### config.mk
export PLATFORM = sky130hd
export DESIGN_NAME = gpio_debounce
export DESIGN_NICKNAME = d
export VERILOG_FILES = /design/src/rtl/gpio_debounce.sv
export SDC_FILE = /design/constraint.sdc
export NUM_CORES = 1
export LEC_CHECK = 0
export CORE_ASPECT_RATIO = 1.1
export CORE_MARGIN = 2
export CORE_UTILIZATION = 40
export DETAILED_ROUTE_END_ITERATION = 10
export MAX_ROUTING_LAYER = met4
export SYNTH_ARGS = -nofsm -noshare
export SYNTH_HDL_FRONTEND = slang
export SYNTH_SLANG_ARGS = --single-unit
### constraint.sdc
create_clock -name sys_clk -period 1.5 [get_ports sys_clk]
set_input_delay 0.3 -clock sys_clk [delete_from_list [all_inputs] [get_ports sys_clk]]
set_output_delay 0.3 -clock sys_clk [all_outputs]
set_load 0.1 [all_outputs]
### src/rtl/gpio_debounce.sv
`timescale 1ns/1ps
// gpio_debounce
//   Conditions raw asynchronous GPIO pins for the system controller's input
//   bus: two-flop synchroniser per channel, then per-channel stability
//   counting on a shared prescaled sample tick.
//
// Ports:
//   sys_clk       system clock
//   sys_rst_n     asynchronous active-low reset
//   gpio_raw      raw asynchronous pins
//   gpio_clean    debounced levels (registered)
//   gpio_changed  one-cycle pulse per channel when gpio_clean toggles
//   tick          one-cycle sample-tick strobe
module gpio_debounce #(
  parameter int unsigned         ninputs     = 16,
  parameter int unsigned         prescale    = 1000,
  parameter int unsigned         threshold   = 20,
  parameter logic [ninputs-1:0]  reset_level = '0
) (
  input  logic               sys_clk,
  input  logic               sys_rst_n,
  input  logic [ninputs-1:0] gpio_raw,
  output logic [ninputs-1:0] gpio_clean,
  output logic [ninputs-1:0] gpio_changed,
  output logic               tick
);

  localparam int unsigned PW = (prescale  > 1) ? $clog2(prescale)  : 1;
  localparam int unsigned CW = (threshold > 1) ? $clog2(threshold) : 1;
  localparam logic [PW-1:0] PRE_LAST = PW'(prescale - 1);
  localparam logic [CW-1:0] CNT_LAST = CW'(threshold - 1);

  logic [ninputs-1:0] sync1_q, sync1_d;
  logic [ninputs-1:0] sync2_q, sync2_d;
  logic [PW-1:0]      pre_q, pre_d;
  logic               tick_q, tick_d;
  logic [ninputs-1:0] clean_q, clean_d;
  logic [ninputs-1:0] changed_q, changed_d;
  logic [CW-1:0]      cnt_q [ninputs];
  logic [CW-1:0]      cnt_d [ninputs];

  // Synchroniser and prescaler. tick_q is registered from the next
  // prescaler value so it is high exactly while pre_q == prescale-1,
  // yet still comes out of reset as 0.
  always_comb begin
    sync1_d = gpio_raw;
    sync2_d = sync1_q;
    pre_d   = (pre_q == PRE_LAST) ? '0 : pre_q + 1'b1;
    tick_d  = (pre_d == PRE_LAST);
  end

  // Per-channel stability counting. A sample that agrees with the
  // current clean level restarts the count, so a single glitch sample
  // wipes out any partial progress.
  always_comb begin
    clean_d   = clean_q;
    changed_d = '0;
    for (int unsigned i = 0; i < ninputs; i++) begin
      cnt_d[i] = cnt_q[i];
      if (sync2_q[i] == clean_q[i]) begin
        cnt_d[i] = '0;
      end else if (tick_q) begin
        if (cnt_q[i] == CNT_LAST) begin
          clean_d[i]   = sync2_q[i];
          changed_d[i] = 1'b1;
          cnt_d[i]     = '0;
        end else begin
          cnt_d[i] = cnt_q[i] + 1'b1;
        end
      end
    end
  end

  always_ff @(posedge sys_clk or negedge sys_rst_n) begin
    if (!sys_rst_n) begin
      sync1_q   <= reset_level;
      sync2_q   <= reset_level;
      pre_q     <= '0;
      tick_q    <= 1'b0;
      clean_q   <= reset_level;
      changed_q <= '0;
      for (int unsigned i = 0; i < ninputs; i++) begin
        cnt_q[i] <= '0;
      end
    end else begin
      sync1_q   <= sync1_d;
      sync2_q   <= sync2_d;
      pre_q     <= pre_d;
      tick_q    <= tick_d;
      clean_q   <= clean_d;
      changed_q <= changed_d;
      for (int unsigned i = 0; i < ninputs; i++) begin
        cnt_q[i] <= cnt_d[i];
      end
    end
  end

  assign gpio_clean   = clean_q;
  assign gpio_changed = changed_q;
  assign tick         = tick_q;

endmodule

==> metrics.md <==
| Metric | Value |
|---|---|
| HP Class | `input port to flip-flop` |
| Largest net degree at the start of global routing | `36` |
| Count of cell types in the netlist | `36` |
| Vias in the first global route | `~5300` |
| Routed len/inst | `14.8 um` |
| Worst Max-Slew Pin Slew | `around 340 ps` |
| Nets | `between 800 and 900` |
| WL final | `14.8 mm` |
| Port Buf Inserts | `50` |
| Most common cell after layout, fill and taps aside | `dfrtp_1` |
| Dominant cell type by area after synthesis | `dfrtp_1` |
| Max Root-Sink Buffers | `2` |
| Status | `finished, violations left` |
| CTS Root Buffer Type | `clkbuf_16` |
| Worst slack, placed | `-25.4 ps` |
| Post-route antenna net violation count | `0` |
| DR pass1 iterations | `4` |
| Fill count | `1376` |
| Commonest cells after routing, fill and taps aside | `dfrtp_1, buf_4, nor2_1, a21oi_1, buf_12` |
| Startpoint Class | `flip-flop` |
| Drc violations | `0` |
| DIE WIDTH | `129 um` |
| Synth Net Count | `640` |
| Clock-pin slew on the worst setup and hold paths | `approximately 60 ps` |
| Setup Skew | `4.41 ps` |
| Post-DP HPWL | `a little over 9 mm` |
| Effective utilization at floorplan | `40.4%` |
| Clock latency on the worst-skew pair | `about 420 ps` |
| Site Rows | `50` |
| P per Cell Area | `916 mW/mm2` |
| RSZ-0062 raised after global routing | `true` |
| Synth top area share | `between 50 and 60%` |
| Tcrit/Tclk final | `101%` |
| Num ports | `about 50` |
| Diodes inserted | `0` |
| Final Power | `between 9 and 10 mW` |
| Synthesis Warnings | `0` |
| Die area | `~0.018 mm2` |
| Die Span Y | `roughly 140 um` |
| CTS tree | `done` |
| Global-route wire length before repair | `~24 mm` |
| Relative slew slack | `slightly below 80%` |
| Layout Cells excl Fill | `roughly 1000` |
| Syn Inst Count | `about 600` |
| CP max FO | `3` |
| Ratio of cells with drive above 1 in the final layout | `about a third` |
| CTS sink cnt | `around 160` |
| Critical path data arrival time | `1220 ps` |
| Max-slew violations | `0` |
| Dpl cells | `a little over 900` |
| Post-synth EDFFs | `0` |
| Setup TNS | `-20.8 ps` |
| Peak supply drop | `0.000764 V` |
| Mapped Avg Cell Area | `11.3 um2` |
| Iteration-0 DRC Markers | `~190` |
| Number of buffers created by CTS | `17` |
| Failing checks | `setup timing` |
| Top cells by area, synth | `dfrtp_1, nor2_1, a21oi_1` |
| Critical Path End Type | `output pin` |
| Total global-route track usage | `roughly 17%` |
| Synth Cell Area | `between 0.006 and 0.007 mm2` |
| Peak Freq | `approximately 0.66 GHz` |
| Max Cap Violations | `0` |
| GPL Wtd Cong | `0.901` |
| Post-layout min period | `1520 ps` |
| Seq/Total Area, Yosys | `56.9%` |
| H-tree Lvls | `4` |
| Core ar. | `0.0169 mm2` |
| Via/cell ratio | `slightly above 5` |
| Grt ovf | `0` |
| Pleak | `roughly 4.5 nW` |
| Antenna violations before repair | `0` |
| Critical path class | `flip-flop to output pin` |
| Synth Register Bits | `around 160` |
| Req. time, crit path | `1200 ps` |
| # setup viols final | `2` |
| Ys async rst share | `100%` |
| Area grow syn2layout | `44.9%` |
| DR vias | `a little over 5000` |
| Ys flop type | `dfrtp_1` |
| Final Hold Fails | `0` |
| Final worst slack | `-17.3 ps` |
## kinds of logic (layout without fill, tap and decap cells)
group                      Yosys count  after routing  share of synthesized area [%]
buffers and inverters               19            201                           1.41
DFF                                155            155                           56.9
AOI/OAI and AO/OA                   97             97                           7.58
muxes                               25             25                           3.96
xor gates and xnor gates            37             37                           4.75
and+or+nand+nor                    253            253                           22.1
adders and majority gates           18             18                           3.30
## per-layer routing
layer	wire (um)	vias up	share of wire, %	global-route usage [%]
met5	0	-	0	-
met4	233	0	1.6	5.89
met3	378	21	2.6	4.25
met2	7640	76	52	28.2
met1	6500	2559	44	19.9
li1	-	2485	-	-
## metrics by stage
step           instance area [um2]  utilization [%]  hold WS [ps]
6_report                      9890             58.5           313
5_1_grt                       9890             58.5           288
4_1_cts                       9370             55.5           292
3_5_place_dp                  8670             51.3           221
3_3_place_gp                  8670             51.3           217
2_1_floorplan                 7010                -          4.41
## cell usage after synthesis (9+ instances only)
library cell / n
a21oi_1: 57
and4bb_2: 16
dfrtp_1: 155
ha_1: 18
mux2_2: 16
mux2i_1: 9
nand2_1: 29
nand4_1: 18
nor2_1: 80
nor2b_1: 32
nor3_1: 35
nor3b_1: 16
nor3b_2: 16
o21ai_0: 33
xnor2_1: 19
xor2_1: 18
## area by class of cell
cell class	instances	area [um2]	area share [%]
multi-input combinational	430	3190	32.3
inverter	4	20.0	0.203
tap	208	260	2.63
clock buffer	18	439	4.44
clock inverter	14	195	1.97
timing repair buffer	165	1840	18.6
sequential	155	3940	39.9
## worst max-delay path, cell delays in order, from the launching register on
cell and delay [ps]:
dfrtp_4 490, buf_12 140, buf_12 160
## power by group
part / switching [mW] / leakage (nW) / internal (mW) / total (mW)
clock network: 1.73 / 0.299 / 2.83 / 4.56
registers: 0.0290 / 2.04 / 4.22 / 4.25
logic: 0.142 / 2.16 / 0.102 / 0.244
## registers in the layout, summed over array words and instances (netlist names)
register and count:
sync2_q 16, gpio_clean 16, cnt_q 80, pre_q 10, tick 1, sync1_q 16
gpio_changed 16
## final timing paths
kind                             start                to  slack [ps]  depth (start not counted)
max in group asynchronous    sys_rst_n         cnt_q[42]         610                          3
min in group asynchronous    sys_rst_n  gpio_changed[15]         330                          2
max                               tick              tick         -20                          2
max reg2reg                   pre_q[0]              tick           0                          5
min reg2reg                sync1_q[14]       sync2_q[14]         350                          0
min                        gpio_raw[9]        sync1_q[9]         310                          1
## what timing repair did
action / in CTS / in global routing
pin swaps: 0 / 17
cloned: 0 / 3
endpoints found under the hold margin: 27 / 0
resized for setup: 5 / 53
buffers inserted: 5 / 27
hold buffers: 1 / 0
setup endpoints to repair: 4 / 29
Note: power is estimated with default switching activity, not from simulation.
